`config.mk`:
```
export PLATFORM = sky130hd
export DESIGN_NAME = seg_scan_driver
export DESIGN_NICKNAME = d
export VERILOG_FILES = /design/src/rtl/seg_scan_driver.sv
export SDC_FILE = /design/constraint.sdc
export NUM_CORES = 1
export LEC_CHECK = 0
export ABC_AREA = 1
export BUFFER_PORTS_ARGS = -buffer_cell sky130_fd_sc_hd__buf_2
export CORE_MARGIN = 8
export CORE_UTILIZATION = 44
export DETAILED_ROUTE_END_ITERATION = 16
export HOLD_SLACK_MARGIN = 0.02
export SLEW_MARGIN = 10
export SYNTH_ARGS = -nofsm -noshare
export SYNTH_HDL_FRONTEND = slang
export SYNTH_SLANG_ARGS = --single-unit
```
`constraint.sdc`:
```
create_clock -name clk -period 2 [get_ports clk]
set_input_delay 0.1 -clock clk [delete_from_list [all_inputs] [get_ports clk]]
set_output_delay 0.1 -clock clk [all_outputs]
set_load 0.1 [all_outputs]
```
`src/rtl/seg_scan_driver.sv`:
```
// Multiplexed 4-digit hex 7-segment scanner with a per-slot blanked guard
// interval and optional leading-zero suppression; outputs are active-low.

module seg_hex7 (
  input  logic [3:0] digit,
  input  logic       blank,
  output logic [6:0] seg
);
  // Segment order {a,b,c,d,e,f,g}; a lit segment is driven low
  always_comb begin
    seg = 7'b1111111;
    if (!blank) begin
      case (digit)
        4'h0: seg = 7'b0000001;
        4'h1: seg = 7'b1001111;
        4'h2: seg = 7'b0010010;
        4'h3: seg = 7'b0000110;
        4'h4: seg = 7'b1001100;
        4'h5: seg = 7'b0100100;
        4'h6: seg = 7'b0100000;
        4'h7: seg = 7'b0001111;
        4'h8: seg = 7'b0000000;
        4'h9: seg = 7'b0000100;
        4'hA: seg = 7'b0001000;
        4'hB: seg = 7'b1100000;
        4'hC: seg = 7'b0110001;
        4'hD: seg = 7'b1000010;
        4'hE: seg = 7'b0110000;
        default: seg = 7'b0111000;
      endcase
    end
  end
endmodule

module seg_scan_driver #(
  parameter int REFRESH_DIV = 50000,
  parameter int GUARD       = 2
) (
  input  logic        clk,
  input  logic        reset,
  input  logic [15:0] value_in,
  input  logic        load,
  input  logic        blank_lz,
  output logic [6:0]  seg_out,
  output logic [3:0]  an_out
);
  localparam int NUM_DIGITS = 4;
  localparam int DIG_W      = 4;
  localparam int CW         = (REFRESH_DIV > 2) ? $clog2(REFRESH_DIV) : 1;

  logic [NUM_DIGITS*DIG_W-1:0]           shadow_q, shadow_d;
  logic [CW-1:0]                         cnt_q, cnt_d;
  logic [1:0]                            idx_q, idx_d;
  logic [6:0]                            seg_q, seg_d;
  logic [3:0]                            an_q, an_d;
  logic [NUM_DIGITS-1:0][DIG_W-1:0]      dig;
  logic [NUM_DIGITS-1:0]                 zero_hi;
  logic [NUM_DIGITS-1:0]                 blank;
  logic [NUM_DIGITS-1:0][6:0]            seg_dig;

  always_comb begin
    shadow_d = load ? value_in : shadow_q;
    cnt_d    = cnt_q + CW'(1);
    idx_d    = idx_q;
    if (32'(cnt_q) == REFRESH_DIV - 1) begin
      cnt_d = '0;
      idx_d = idx_q + 2'd1;
    end
  end

  // Decode from the post-edge shadow so a load shows with no extra latency
  assign dig = shadow_d;

  genvar n;
  generate
    for (n = 0; n < NUM_DIGITS; n++) begin : g_dig
      assign zero_hi[n] = (shadow_d[NUM_DIGITS*DIG_W-1 : n*DIG_W] == '0);
      if (n == 0) begin : g_lsd
        assign blank[n] = 1'b0;
      end else begin : g_hsd
        assign blank[n] = blank_lz & zero_hi[n];
      end
      seg_hex7 u_hex (
        .digit (dig[n]),
        .blank (blank[n]),
        .seg   (seg_dig[n])
      );
    end
  endgenerate

  always_comb begin
    seg_d = seg_dig[idx_d];
    an_d  = ~(4'b0001 << idx_d);
    if (32'(cnt_d) < GUARD) an_d = 4'b1111;
  end

  always_ff @(posedge clk) begin
    if (!reset) begin
      shadow_q <= '0;
      cnt_q    <= '0;
      idx_q    <= '0;
      seg_q    <= 7'b1111111;
      an_q     <= 4'b1111;
    end else begin
      shadow_q <= shadow_d;
      cnt_q    <= cnt_d;
      idx_q    <= idx_d;
      seg_q    <= seg_d;
      an_q     <= an_d;
    end
  end

  assign seg_out = seg_q;
  assign an_out  = an_q;
endmodule

```
Word-level counts from Yosys, hierarchy flattened --
Memory sizes are Yosys's and may differ from the RTL's. Cells that the tools add are included.
Word-level totals: memories kept 4, memory bits (read-only) 448, latch bits 0, word-level logic and storage cells 32, memory bits (writable) 0, output and inout port bits 11, register bits 45
Operators by class: div/mod/pow operators 0, bitwise logic cells 5, eq/ne operators 1, multiply operators 0, add/sub/neg operators 2, shift operators 1, order comparisons 2, reduce and logical (&&, ||, !) cells 4, mux-type cells 8
Memory list:
- (name not given) | depth 16, width 7, rd ports 1, clocked after Yosys merged registers in 0, wr ports 0, RTL line 13 | case (digit)
- (name not given) | depth 16, width 7, rd ports 1, clocked after Yosys merged registers in 0, wr ports 0, RTL line 13
- (name not given) | depth 16, width 7, rd ports 1, clocked after Yosys merged registers in 0, wr ports 0, RTL line 13
- (name not given) | depth 16, width 7, rd ports 1, clocked after Yosys merged registers in 0, wr ports 0, RTL line 13
Operators with widths (count):
- $mux W16 | 2
- $mux W7 | 4
- $add A16 B1 Y16 const B | 1
- $eq A16 B16 Y1 const B | 1
- $lt A16 B2 Y1 const B | 1
- $bmux W7 S2 | 1
- $logic_not A12 Y1 | 1
- $logic_not A8 Y1 | 1
- $logic_not A4 Y1 | 1
- $not A4 Y4 | 1
- $shl A1 B2 Y4 const A | 1
- $and A1 B1 Y1 | 3
- $lt A2 B3 Y1 const B | 1
- $add A2 B1 Y2 const B | 1
- $mux W2 | 1
- $reduce_or A2 Y1 | 1
- $not A1 Y1 | 1

Logic depth before layout (Yosys ltp) --
word-level depth 6, depth in mapped cells 16

Hierarchy --
Synthesis repeated with hierarchy kept, for this count alone.
Unflattened totals: cells, all modules 551, area total of the unflattened synthesis 3502.1 um^2
By module, submodules not included:
- seg_scan_driver | instances 1, area each 2331.0 um^2, sequential area each 900.9 um^2, cells each 347
- seg_hex7 | instances 4, area each 292.8 um^2, sequential area each 0.0 um^2, cells each 51

Worst setup path after synthesis --
OpenSTA, ideal clock, no wires.
path kind reg2reg, from reg cnt_q[0], to reg seg_q[0] (netlist: seg_out[0]), setup time 0.127 ns, path buffers 1, setup slack 0.417 ns, cell stages (with the launch flop) 12, data required time 1.873 ns, clock period less this slack 1.583 ns, data arrival time 1.455 ns, path through dfxtp_1 ha_1 nand3_2 nor2_4 nand3_2 nand2_4 buf_6 nand2_2 nand2_1 inv_1 nand2_1 nand3_2
Between the ends: word-level cells in the longest chain between the ends 4
RTL lines:
- start: declaration | RTL line 52 | logic [CW-1:0] cnt_q, cnt_d;
- start signal: assignment | RTL line 106 | cnt_q <= cnt_d;
- $eq A16 B16 Y1 | RTL line 65 | if (32'(cnt_q) == REFRESH_DIV - 1) begin
- $mux W2 | RTL line 65
- $bmux W7 S2 | RTL line 92 | seg_d = seg_dig[idx_d];
- $mux W7 (not written as such) | RTL line 92
- end signal: assignment | RTL line 108 | seg_q <= seg_d;
- end: declaration | RTL line 54 | logic [6:0] seg_q, seg_d;
No other way between the ends. The select of a mux whose other input is x is not followed. A chain may end at the register's enable or synchronous reset.

Final worst setup path --
from reg cnt_q[0], to reg seg_q[3] (netlist: seg_out[3])
Same word-level chain as after synthesis.

==> flow_metrics.env <==
export IMPL_status="complete, no violations"
export IMPL_synth_common_cells="nand2_1, nor2_1, inv_1"
export IMPL_rsz0062_at_grt="false"
export IMPL_avgSynthCellArea_um2=6.437
export IMPL_post_cts_buffers=0
export IMPL_ys_types=33
export IMPL_fin_skew_ns=0.005293
export IMPL_cp_required_ns=2.20
export IMPL_die_h_um=103.1
export IMPL_cap_violations=0
export IMPL_max_slew_worst_pin_slew_ns=0.4941
export IMPL_end_kind="flip-flop"
export IMPL_internal_power_mw=1.487
export IMPL_worst_path_max_delay_cell="dfxtp_1"
export IMPL_hpwl_um=6507
export IMPL_critical_path_arrival_ns=2.02
export IMPL_gp_congestion=0.8971
export IMPL_r2r_start="cnt_q[0]"
export IMPL_numCtsBuffers=5
export IMPL_netSwitchingFraction_pct=34.58
export IMPL_antenna_found_initial=0
export IMPL_drt_total_wl_um=8181
export IMPL_seq_area_frac_synth_pct=27.02
export IMPL_crit_type="flip-flop to flip-flop"
export IMPL_max_freq_ghz=0.5491
export IMPL_syn_to_final_growth_pct=12.35
export IMPL_combPwrFrac_pct=26.5
export IMPL_path_common_cell="nand3_2"
export IMPL_synth_top_area_share_pct=27.02
export IMPL_yosysMostFrequentCell="nand2_1"
export IMPL_synthCells=518
export IMPL_clk_latency_ns=0.31
export IMPL_num_io_pins=31
export IMPL_critPathBufInv=2
export IMPL_fin_crit_sh_pct=91.06
export IMPL_startpoint="cnt_q[0]"
export IMPL_relSlewSlack_pct=67.28
export IMPL_critical_path_max_stage_delay_ns=0.40
export IMPL_finalNetCount=600
export IMPL_placed_cell_area_mm2=0.003623
export IMPL_nFillCells=804
export IMPL_cellLeakagePower_nw=1.839
export IMPL_dieWidth_um=103.1
export IMPL_clk_path_buf_depth=2
export IMPL_numPortBuffers=30
export IMPL_initialDrtViolationCount=177
export IMPL_start_util_pct=45.73
export IMPL_worstHoldStart="reset"
export IMPL_p_switching_uw=786.1
export IMPL_min_path_cells=2
export IMPL_grt_util_all_layers_pct=16.52
export IMPL_syn_area_mm2=0.003334
export IMPL_synth_top_area_cell="dfxtp_1"
export IMPL_clk_pin_slew_ns=0.09
export IMPL_antenna_cells=0
export IMPL_vias=3181
export IMPL_layout_cells_non_filler=657
export IMPL_row_count=31
export IMPL_htree_levels=2
export IMPL_synth_area_leaders="dfxtp_1, nand2_1, nor2_1, ha_1, nand3_1"
export IMPL_cp_max_fo=13
export IMPL_avgRoutedWirePerCell_um=12.45
export IMPL_setup_viol=0
export IMPL_tns_ns=0
export IMPL_final_layout_size_suffix_gt1_share_pct=17.92
export IMPL_synth_flop_cell="dfxtp_1"
export IMPL_firstDrtPassIters=4
export IMPL_start_kind="flip-flop"
export IMPL_grt_overflow=0
export IMPL_dp_cells=649
export IMPL_pwr_share_seq_pct=42.1
export IMPL_grt_start_max_net_pins=31
export IMPL_synth_edf_count=0
export IMPL_min_path_type="input port to flip-flop"
export IMPL_die_area_mm2=0.01062
export IMPL_grt_pass1_wl_um=13880
export IMPL_postRouteAntennaNets=0
export IMPL_async_flop_share_pct=0
export IMPL_cts_root_buf="clkbuf_8"
export IMPL_synth_net_count=561
export IMPL_cts_sinks=45
export IMPL_fin_crit_ns=1.821
export IMPL_grt_pass1_vias=3037
export IMPL_fin_area_mm2=0.003746
export IMPL_ys_warnings_count=0
export IMPL_powerDensity_mw_per_mm2=606.9
export IMPL_via_per_inst=4.842
export IMPL_slew_violations=0
export IMPL_crit_chain="ha_2 -> nand3_2 -> nor2_4 -> nand3_2 -> nand2_8 -> inv_4 -> nand2_1 -> clkinv_1 -> o21ai_1 -> nand3_1"
export IMPL_peakVddDrop_uv=341.2
export IMPL_ys_ff_latch=45
export IMPL_r2r_cells=10
export IMPL_clockPowerShare_pct=31.4
export IMPL_drc=0
export IMPL_coreArea_mm2=0.007292
export IMPL_cts_tree="yes"
export IMPL_finalHoldViolCount=0
export IMPL_crit_cells=10
export IMPL_cp_top_family="simple AND/OR/NAND/NOR gates"
-- registers in the layout, summed over array words and instances (netlist names) --
| register | flops |
|---|---|
| an_out | 4 |
| cnt_q | 16 |
| idx_q | 2 |
| seg_out | 7 |
| shadow_q | 16 |
-- power by group through the flow --
stage               Combinational, mW  Clock (mW)  Sequential, mW
floorplan                       0.338           0            1.11
global placement                0.600           0           0.979
detailed placement              0.601           0           0.979
CTS                             0.603       0.737           0.959
global route                    0.669       0.777           0.964
finish                          0.602       0.714           0.958
-- metrics by stage --
step	util, %	total power, mW	setup WS, ns	hold slack (ns)
after CTS	51.22	2.299	0.1230	0.09093
after global routing	51.37	2.410	0.005549	0.1016
after global placement	49.69	1.580	0.1085	0.4207
after detailed placement	49.69	1.580	0.08128	0.4181
final	51.37	2.274	0.1787	0.1030
after floorplan	-	1.444	0.4172	0.2987
-- logic make-up after synthesis --
kind of cell / share of synthesized area, %
AO/OA/AOI/OAI: 8.406
XOR/XNOR: 1.314
adder cells (fa/ha/maj): 8.631
buffers and inverters: 9.493
flip-flops: 27.02
AND/OR/NAND/NOR: 45.14
-- routing by layer --
layer / global-route usage, % / up-vias / share of wire (%)
li1: - / 1714 / -
met1: 20.53 / 1395 / 47
met2: 27.34 / 59 / 47
met3: 3.579 / 13 / 4.3
met4: 5.895 / 0 / 2.0
met5: 0 / - / 0
-- layout by cell type (no fill, tap or decap), types with 6 or more instances in the layout --
| master | synthesis | final |
|---|---|---|
| dfxtp_1 | 45 | 45 |
| o21ai_0 | 22 | 22 |
| nor3_1 | 6 | 6 |
| nor2_1 | 79 | 79 |
| o21ai_1 | 6 | 6 |
| nand2_2 | 10 | 10 |
| nor2_4 | 6 | 6 |
| a21oi_1 | 8 | 8 |
| nand2_4 | 9 | 8 |
| inv_2 | 8 | 9 |
| nand3_1 | 52 | 52 |
| buf_2 | 0 | 30 |
| o21ai_2 | 6 | 6 |
| inv_1 | 54 | 53 |
| ha_1 | 23 | 22 |
| nand2_1 | 138 | 138 |
| buf_4 | 0 | 10 |
| nand4_1 | 8 | 8 |
-- timing repair --
action	in CTS	in global routing
hold buffers	0	0
endpoints found under the setup margin	0	5
resized for setup	0	3
-- worst paths after layout --
path | endpoint | slack [ns]
max | seg_out[3] | 0.18
min | seg_out[0] | 0.10
max reg2reg | seg_out[3] | 0.18
min reg2reg | cnt_q[0] | 0.53
-- worst reg2reg max path: stages, from the launching register on --
cell and delay [ns]:
dfxtp_1 0.40, ha_2 0.26, nand3_2 0.14, nor2_4 0.17, nand3_2 0.15, nand2_8 0.17
inv_4 0.08, nand2_1 0.08, clkinv_1 0.09, o21ai_1 0.09, nand3_1 0.08
-- final cells by class --
type,instances,area [um^2],area share [%]
Clock buffer,6,72.57,1.937
Multi-Input combinational cell,398,2128,56.81
Sequential cell,45,900.9,24.05
Inverter,67,256.5,6.847
Tap cell,99,123.9,3.307
Clock inverter,2,38.79,1.035
Timing Repair Buffer,40,225.2,6.012
Note: power is estimated with default switching activity, not from simulation.
